--- config.mk ---
export PLATFORM = sky130hd
export DESIGN_NAME = stpu_timer
export DESIGN_NICKNAME = d
export VERILOG_FILES = /design/src/rtl/stpu_timer.sv
export SDC_FILE = /design/constraint.sdc
export NUM_CORES = 1
export LEC_CHECK = 0
export BUFFER_PORTS_ARGS = -buffer_cell sky130_fd_sc_hd__buf_4
export CAP_MARGIN = 20
export CORE_UTILIZATION = 35
export DETAILED_ROUTE_END_ITERATION = 12
export SLEW_MARGIN = 40
export SYNTH_ARGS = -nofsm -noshare
export SYNTH_HDL_FRONTEND = slang
export SYNTH_SLANG_ARGS = --single-unit
--- constraint.sdc ---
create_clock -name clk -period 3.5 [get_ports clk]
set_input_delay 0.175 -clock clk [delete_from_list [all_inputs] [get_ports clk]]
set_output_delay 0.175 -clock clk [all_outputs]
set_load 0.01 [all_outputs]
--- src/rtl/stpu_timer.sv ---
// Programmable interval timer slave for the stpu data bus.
// One-shot/periodic count-down with 8-bit prescaler and W1C pending flag.
module stpu_timer #(
    parameter int               CNT_W    = 32,
    parameter logic [CNT_W-1:0] RST_LOAD = '0
) (
    input  logic        clk,
    input  logic        rst,
    input  logic        ce_i,
    input  logic        we_i,
    input  logic [3:0]  addr_i,
    input  logic [3:0]  sel_i,
    input  logic [31:0] data_i,
    output logic [31:0] data_o,
    output logic        irq_o
);

    logic             en, periodic, ie, pend;
    logic [7:0]       presc, pcnt;
    logic [CNT_W-1:0] load, count, load_new;
    logic [31:0]      load_ext, count_ext, load_merged, rdata;
    logic             wr, rd, wr_ctrl, wr_load, wr_stat;
    logic             tick, event_t;
    logic             unused_ok;

    assign wr      = ce_i & we_i;
    assign rd      = ce_i & ~we_i;
    assign wr_ctrl = wr & (addr_i[3:2] == 2'd0);
    assign wr_load = wr & (addr_i[3:2] == 2'd1) & (|sel_i);
    assign wr_stat = wr & (addr_i[3:2] == 2'd3) & sel_i[0] & data_i[0];

    assign tick    = en & (pcnt == presc);
    assign event_t = tick & (count == '0);

    always_comb begin
        load_ext = '0;
        load_ext[CNT_W-1:0] = load;
        count_ext = '0;
        count_ext[CNT_W-1:0] = count;
        for (int b = 0; b < 4; b++) begin
            load_merged[8*b +: 8] = sel_i[b] ? data_i[8*b +: 8]
                                             : load_ext[8*b +: 8];
        end
    end

    assign load_new  = load_merged[CNT_W-1:0];
    assign unused_ok = ^{addr_i[1:0], load_merged};

    always_comb begin
        rdata = '0;
        unique case (addr_i[3:2])
            2'd0: rdata = {16'b0, presc, 5'b0, ie, periodic, en};
            2'd1: rdata = load_ext;
            2'd2: rdata = count_ext;
            2'd3: rdata = {31'b0, pend};
        endcase
    end

    always_ff @(posedge clk) begin
        if (rst) begin
            en       <= 1'b0;
            periodic <= 1'b0;
            ie       <= 1'b0;
            presc    <= '0;
            pcnt     <= '0;
            load     <= RST_LOAD;
            count    <= '0;
            pend     <= 1'b0;
            data_o   <= '0;
        end else begin
            if (rd) data_o <= rdata;

            if (wr_load || !en || tick) pcnt <= '0;
            else                        pcnt <= pcnt + 8'd1;

            if (wr_load) begin
                count <= load_new;
                load  <= load_new;
            end else if (tick) begin
                if (count != '0) count <= count - CNT_W'(1);
                else if (periodic) count <= load;
            end

            // A same-cycle CTRL write overrides the one-shot EN clear.
            if (event_t && !periodic) en <= 1'b0;
            if (wr_ctrl && sel_i[0]) begin
                en       <= data_i[0];
                periodic <= data_i[1];
                ie       <= data_i[2];
            end
            if (wr_ctrl && sel_i[1]) presc <= data_i[15:8];

            if (wr_stat) pend <= 1'b0;
            if (event_t) pend <= 1'b1;
        end
    end

    assign irq_o = pend & ie;

endmodule

* After elaboration in Yosys (flattened, before gate mapping)
Cells that the tools add are included.
** Storage, ports and cells
- Register bits after elaboration :: 116
- Latch bits :: 0
- RAM bits :: 0
- Memory bits (read-only) :: 0
- Word-level logic and storage cells :: 57
- Memories kept :: 0
** Cells by class
- Add/subtract/negate cells :: 2
- Multipliers :: 0
- Div/mod/pow operators :: 0
- $lt $le $gt $ge :: 0
- Equal/unequal tests :: 4
- Shift operators :: 0
- Multiplexer cells :: 13
- Bitwise gates (word level) :: 12
- Reduce and logical (&&, ||, !) cells :: 17
** Operators by type and width (count)
- 32-bit two-way mux :: 4
- 32-bit one-hot mux with 4 select lines :: 1
- 32-bit logical NOT :: 1
- 8-bit two-way mux :: 4
- 32-bit nonzero test :: 1
- 32-bit by 1-bit subtractor with 32-bit output (second input constant) :: 1
- 1-bit AND :: 11
- 8-bit by 1-bit adder with 8-bit output (second input constant) :: 1
- 8-bit equality test :: 1
- 2-bit nonzero test :: 3
- 2-bit equality test (second input constant) :: 2
- 1-bit two-way mux :: 4
- 4-bit OR reduction :: 1
- 1-bit logical AND :: 3
- 3-bit nonzero test :: 1
- 2-bit by 1-bit equality test with 1-bit output (second input constant) :: 1
- 1-bit logical NOT :: 2
- 2-bit logical NOT :: 1
- 1-bit logical OR :: 2
- 2-bit AND reduction :: 1
- 2-bit OR reduction :: 1
- 1-bit inverter :: 1

* Logic depth before layout (Yosys ltp)
Gate-level depths: netlist (run 1).
- Depth in word-level cells :: 6
- Depth in mapped cells :: 10
- Mapped depth without buffers :: 8

* Worst setup path before layout (run 1)
Ideal clock, no wire load.
- Kind :: register -> register
- Start :: register count[15]
- End :: register count[2]
- Setup time :: 0.117 ns
- Arrival time :: 2.633 ns
- Required time :: 3.383 ns
- Path slack :: 0.749 ns
- Cell stages (with the launch flop) :: 10
- Buffers on the path :: 3
- Clock period less this slack :: 2.751 ns
- Cells stage by stage :: dfxtp_1 > buf_6 > or4_4 > buf_6 > or4_4 > buf_6 > or4_4 > a21oi_4 > a21oi_1 > a32o_1
** On the way
- Word-level cells in the longest chain between the ends :: 4
- Elaborated cells on any way between the ends :: 6
** Ends and longest elaborated chain
- start, declared :: RTL line 20 : logic [CNT_W-1:0] load, count, load_new;
- start signal, assigned :: RTL line 77 : count <= load_new;
- start signal, assigned :: RTL line 80 : if (count != '0) count <= count - CNT_W'(1);
- start signal, assigned :: RTL line 81 : else if (periodic) count <= load;
- 32-bit nonzero test * :: RTL line 80
- 32-bit two-way mux :: RTL line 80
- 32-bit two-way mux :: RTL line 79 : end else if (tick) begin
- 32-bit two-way mux :: RTL line 76 : if (wr_load) begin
Every way passes the cells marked *; elsewhere a longest branch is shown, timed or not. The select of a mux whose other input is x is not followed.
A chain may end at the register's enable or synchronous reset.

* Final worst setup path (run 1)
- Start :: register count[15]
- End :: register count[30]
** On the way
- Word-level cells in the longest chain between the ends :: 4
- Elaborated cells on any way between the ends :: 7
** Ends and longest elaborated chain (RTL line)
- 32-bit by 1-bit subtractor with 32-bit output / 32-bit nonzero test (equally long branches) :: 80
- 32-bit two-way mux :: 80
- 32-bit two-way mux :: 79
- 32-bit two-way mux :: 76
Parallel ways exist; a longest one is shown, timed or not. The select of a mux whose other input is x is not followed.

==> metrics.yaml, run 1 <==
sta:
  drv_slew: 0
  hold_viol_final: 0
  grt_setup_unrepaired: "no"
  fin_ws_ps: 466
  fmax_mhz: 330
  setup-tns-final_ps: 0
  holdWs_ps: 8.76
  min_period_over_period_pct: 86.7
  setup_viol: 0
  relSlewSlack_pct: 46.5
  skew_ps: 8.16
  worst_pin_slew_ps: 798
  min_period_ps: 3030
power_and_ir_drop:
  ir_drop_mv: 0.457
  p_switching_mw: 1.25
  seq_power_share_pct: 33.3
  switching_share_pct: 29.5
  p_leak_nw: 2.87
  clkPwrFrac_pct: 43.3
  power_frac_comb_pct: 23.4
  p_per_area_nw_per_um2: 561
  internal-power_mw: 2.98
logic_synthesis:
  synth_area_sq_um: 6170
  synth.top_cell.area_share_pct: 37.7
  syn_avg_cell_area_sq_um: 7.99
  synthFlopType: "dfxtp_1"
  synthCells: 772
  yosysWarnings: 0
  synth_top_area_cell: "dfxtp_1"
  syn-num-nets: 819
  synthTopCellsByArea: "dfxtp_1 38%, mux2i_1 6.7%, a21oi_1 5.9%, nor2_1 5.0%, a211oi_1 4.6%"
  synth_cell_types: 60
  synth_seq_area_share_pct: 37.7
  synth-seq-cells: 116
  synth_edf_count: 0
  async_flop_share_pct: 0
hold_path:
  hold_depth: 3
  hp-class: "input pin to flip-flop"
final_layout:
  num-nets-final: 872
  final_common_cell: "dfxtp_1"
  nFillCells: 1757
  fin_cells: 1062
  final_cell_mix: "116 x dfxtp_1, 94 x buf_4, 82 x nor2_1"
  antenna_cells: 0
  final_area_sq_um: 7540
  drive_gt1_share_pct: 16.5
  area_delta_synth_final_pct: 22.4
clock_tree:
  clkSinkCount: 116
  root_buffer: "clkbuf_16"
  clockBufferDepth: 2
  tritoncts: "yes"
  insertion_delay_ps: 420
  path_clk_slew_ps: 60
  cts_buffers: 17
  htree_levels: 4
floorplanning:
  ioPinCount: 77
  fp-row-count: 48
  initial_core_util_pct: 35.8
  core_area_sq_um: 17200
  die_w_um: 135
  die_y_um: 135
  die_area_sq_um: 18200
job:
  drv_cap: 0
critical_path:
  slowest_delay_ps: 620
  start_kind: "flip-flop"
  arrival_ps: 3300
  crit_required_ps: 3770
  cp-end-kind: "flip-flop"
  cpLargestDelayFamily: "simple AND/OR/NAND/NOR gates"
  path_class: "flip-flop to flip-flop"
  worstPathMaxFanout: 12
  cp_slowest_cell: "or4_4"
  path_cells: "or4_4, nor4_1, nand3_1, buf_4, o22a_1, o21ai_0, o22ai_1"
  rr_worst_depth: 7
  critical_path_buf_inv_count: 1
  cp.depth: 7
route:
  avgRoutedWirePerCell_um: 17.5
  dr.pass1.iters: 5
  via_count: 5926
  drt-total-wl_um: 18500
  drc: 0
  drtIter0Drc: 408
  via_per_inst: 5.58
  postRouteAntennaNets: 0
place:
  portBuffers: 74
  place_area_sq_um: 6910
  place_congestion: 0.880
  place_ws_ps: 488
  place_inst: 1029
  dp_hpwl_um: 13100
global_route:
  antenna_found_initial: 1
  globalRouteTotalUtil_pct: 21.3
  grt-ovfl-total: 0
  grt_pass1_wl_um: 30000
  grt_pass1_vias: 5654
  grt_max_degree: 64
run_status:
  status: "complete, no violations"
==> cell usage after synthesis (4+ instances only) <==
| cell type | n |
|---|---|
| dfxtp_1 | 116 |
| nor2_1 | 82 |
| a21oi_1 | 73 |
| nand2_1 | 71 |
| clkbuf_1 | 47 |
| mux2i_1 | 41 |
| nand3_1 | 40 |
| a211oi_1 | 38 |
| o21ai_0 | 37 |
| a22oi_1 | 21 |
| nor3_1 | 18 |
| o22ai_1 | 16 |
| nand4_1 | 13 |
| xnor2_1 | 12 |
| inv_1 | 11 |
| buf_1 | 10 |
| nor4_1 | 8 |
| xor2_1 | 8 |
| or3_1 | 7 |
| nand2b_1 | 6 |
| nor2b_1 | 6 |
| a2bb2oi_1 | 5 |
| a31oi_1 | 5 |
| o21a_1 | 5 |
| o31ai_1 | 5 |
| or4_1 | 5 |
| a21o_1 | 4 |
| and3_1 | 4 |
| o211ai_1 | 4 |
| o21bai_1 | 4 |
| o221ai_1 | 4 |
| o22a_1 | 4 |
==> tightest hold or removal path: cells and delay by family <==
| kind | cells | cell delay [ps] |
|---|---|---|
| buffers and inverters | 1 | 90 |
| and+or+nand+nor | 1 | 70 |
| muxes | 1 | 60 |
==> stage by stage <==
| step | util, % | total power [mW] |
|---|---|---|
| finish | 43.8 | 4.23 |
| floorplan | - | 2.12 |
| detailed placement | 40.1 | 2.41 |
| global route | 43.8 | 4.43 |
| CTS | 43.8 | 4.26 |
| global placement | 40.0 | 2.40 |
==> power by group through the flow <==
stage                     registers (mW)  clock network [mW]  logic [mW]
after floorplan                     1.43                   0       0.687
after global placement              1.44                   0       0.965
after detailed placement            1.44                   0       0.970
after CTS                           1.41                1.87       0.980
after global routing                1.42                1.92        1.09
final                               1.41                1.83       0.988
==> final timing paths <==
kind             start        end  slack, ps
max          count[15]  count[30]        470
min          data_i[9]   presc[1]          9
max reg2reg  count[15]  count[30]        470
min reg2reg   load[15]   load[15]        470
==> timing repair <==
action | in CTS | in global routing
gates resized for setup | 0 | 0
hold buffers | 2 | 0
buffers inserted | 0 | 0
hold endpoints to repair | 2 | 0
==> cell type report <==
| type | count | area, sq um | share of cell area (%) |
|---|---|---|---|
| multi-input combinational | 583 | 3560 | 47.2 |
| sequential | 116 | 2320 | 30.8 |
| timing repair buffer | 96 | 726 | 9.62 |
| clock buffer | 21 | 460 | 6.10 |
| tap | 225 | 282 | 3.73 |
| clock inverter | 10 | 155 | 2.06 |
| inverter | 11 | 41.3 | 0.547 |
==> metal layers <==
layer | vias up | share of wire [%] | wire, um | global-route usage (%)
met3 | 37 | 6.2 | 1150 | 4.54
met4 | 2 | 2.8 | 516 | 9.74
met1 | 2737 | 47 | 8660 | 28.6
li1 | 2961 | - | - | -
met5 | - | 0.065 | 12 | 0
met2 | 189 | 44 | 8210 | 32.7
==> logic make-up (layout without fill, tap and decap cells) <==
logic type               after synthesis  count (layout)  synth area share (%)
buffers and inverters                 73             138                  4.89
AND/OR/NAND/NOR                      278             278                  21.8
XOR/XNOR                              20              20                  2.84
multiplexers                          42              42                  7.02
adder cells (fa/ha/maj)                3               3                 0.609
AO/OA/AOI/OAI                        240             240                  25.2
flip-flops                           116             116                  37.7
==> registers in the layout (all words and copies together), names as in the netlist <==
name,cells
presc,8
periodic,1
load,32
count,32
pend,1
data_o,32
pcnt,8
ie,1
en,1
(Power assumes the default switching activity.)
==> inputs of run 2 (changes only) <==
--- a/config.mk
+++ b/config.mk
@@ -7,7 +7,8 @@
 export LEC_CHECK = 0
 export BUFFER_PORTS_ARGS = -buffer_cell sky130_fd_sc_hd__buf_4
 export CAP_MARGIN = 20
-export CORE_UTILIZATION = 35
+export CORE_ASPECT_RATIO = 0.8
+export CORE_UTILIZATION = 45
 export DETAILED_ROUTE_END_ITERATION = 12
 export SLEW_MARGIN = 40
 export SYNTH_ARGS = -nofsm -noshare
==> metrics.yaml, run 2 (synthesis gave the netlist of run 1 again) <==
run_status:
  status: "complete, no violations"
final_layout:
  nFillCells: 1216
  antenna_cells: 0
  area_delta_synth_final_pct: 21.1
  drive_gt1_share_pct: 16.5
  num-nets-final: 872
  final_common_cell: "dfxtp_1"
  top_regs: "count x32, data_o x32, load x32"
  final_cell_mix: "116 x dfxtp_1, 93 x buf_4, 82 x nor2_1"
  fin_cells: 1013
place:
  place_congestion: 0.942
  portBuffers: 74
  dp_hpwl_um: 13600
  place_inst: 979
critical_path:
  rr_endpoint: "count[4]"
  cp-startpoint: "count[15]"
  critical_path_buf_inv_count: 0
  r2r-start: "count[15]"
  start_kind: "flip-flop"
  cp_slowest_cell: "or4_4"
  slowest_delay_ps: 630
  cpLargestDelayFamily: "simple AND/OR/NAND/NOR gates"
  worstPathMaxFanout: 11
  path_common_cell: "or4_4"
  path_cells: "or4_4, or4_4, or4_4, nand2_1, o21ai_0, o22ai_1"
  rr_worst_depth: 6
  crit_required_ps: 3830
  cp.depth: 6
  reg2reg_slack_ps: 480
  cp-end-kind: "flip-flop"
  cp-endpoint: "count[4]"
  arrival_ps: 3350
  path_class: "flip-flop to flip-flop"
sta:
  hold_viol_final: 0
  fmax_mhz: 331
  setup-tns-final_ps: 0
  worst_pin_slew_ps: 781
  setup_viol: 0
  min_period_ps: 3020
  min_period_over_period_pct: 86.3
  skew_ps: 7.16
  drv_slew: 0
  grt_setup_unrepaired: "no"
  relSlewSlack_pct: 47.8
route:
  dr.pass1.iters: 5
  drtIter0Drc: 502
  via_per_inst: 6.17
  drc: 0
  avgRoutedWirePerCell_um: 19.6
  postRouteAntennaNets: 0
  via_count: 6252
  drt-total-wl_um: 19800
clock_tree:
  tritoncts: "yes"
  post_cts_resized: 0
  clockBufferDepth: 2
  clkSinkCount: 116
  cts_setup_buffers: 0
  path_clk_slew_ps: 50
  insertion_delay_ps: 420
  root_buffer: "clkbuf_16"
  htree_levels: 4
  cts_buffers: 17
power_and_ir_drop:
  p_leak_nw: 2.86
  p_per_area_nw_per_um2: 564
  ir_drop_mv: 0.402
hold_path:
  hp-class: "input pin to flip-flop"
  min_from: "data_i[8]"
floorplanning:
  core_area_sq_um: 13100
  fp-row-count: 37
  die_w_um: 133
  initial_core_util_pct: 47.1
  ioPinCount: 77
  die_y_um: 107
  die_area_sq_um: 14200
global_route:
  grt_pass1_wl_um: 32100
  grt-ovfl-total: 0
  globalRouteTotalUtil_pct: 29.2
  grt_pass1_vias: 5928
  grt_max_degree: 53
  antenna_found_initial: 0
job:
  drv_cap: 0
==> run 2: changes by cell type in the layout (fill, tap and decap cells not counted), sizes merged <==
| cell | delta |
|---|---|
| clkinv | +1 |
| bufinv | -1 |
| clkbuf | +1 |
==> run 2: area by class of cell <==
cell class                 instances  area [sq um]  share of cell area [%]
timing repair buffer              96           733                    9.82
inverter                          11          41.3                   0.553
tap                              175           219                    2.93
clock inverter                    10           130                    1.74
clock buffer                      22           464                    6.22
multi-input combinational        583          3560                    47.6
sequential                       116          2320                    31.1
==> run 2: what timing repair did <==
| action | 4_1_cts | 5_1_grt |
|---|---|---|
| setup endpoints to repair | 0 | 0 |
| hold buffers | 2 | 0 |
| hold endpoints to repair | 2 | 0 |
==> run 2: worst min-delay path by stage <==
stage               endpoint  slack (ps)  depth (start not counted)
floorplan           load[17]         310                          2
global placement    presc[0]         420                          3
detailed placement  presc[6]         430                          3
CTS                 load[23]           1                          3
global route        presc[4]          10                          3
finish              presc[0]           8                          3
==> run 2: where the power goes <==
group	switching (mW)	internal, mW
sequential	0.0462	1.37
clock	0.633	1.15
combinational	0.617	0.401
==> run 2: worst register-to-register path: stages (launching register included) <==
cell and delay (ps):
dfxtp_1 410, or4_4 630, or4_4 630, or4_4 490
nand2_1 400, o21ai_0 190, o22ai_1 180
==> run 2: through the flow <==
stage	hold slack [ps]	power [mW]	worst slack [ps]	utilization, %	instance area, sq um
2_1_floorplan	311	2.12	749	-	6170
5_1_grt	12.6	4.39	376	57.0	7470
3_3_place_gp	417	2.40	572	52.2	6830
3_5_place_dp	432	2.42	514	52.3	6850
6_report	7.57	4.21	478	57.0	7470
4_1_cts	1.12	4.20	505	57.0	7460
==> run 2: metal layers <==
metal	GRT usage (%)	part of all wire (%)
met4	7.72	1.1
met5	0	0
met3	8.98	10
met2	42.9	42
met1	41.2	47
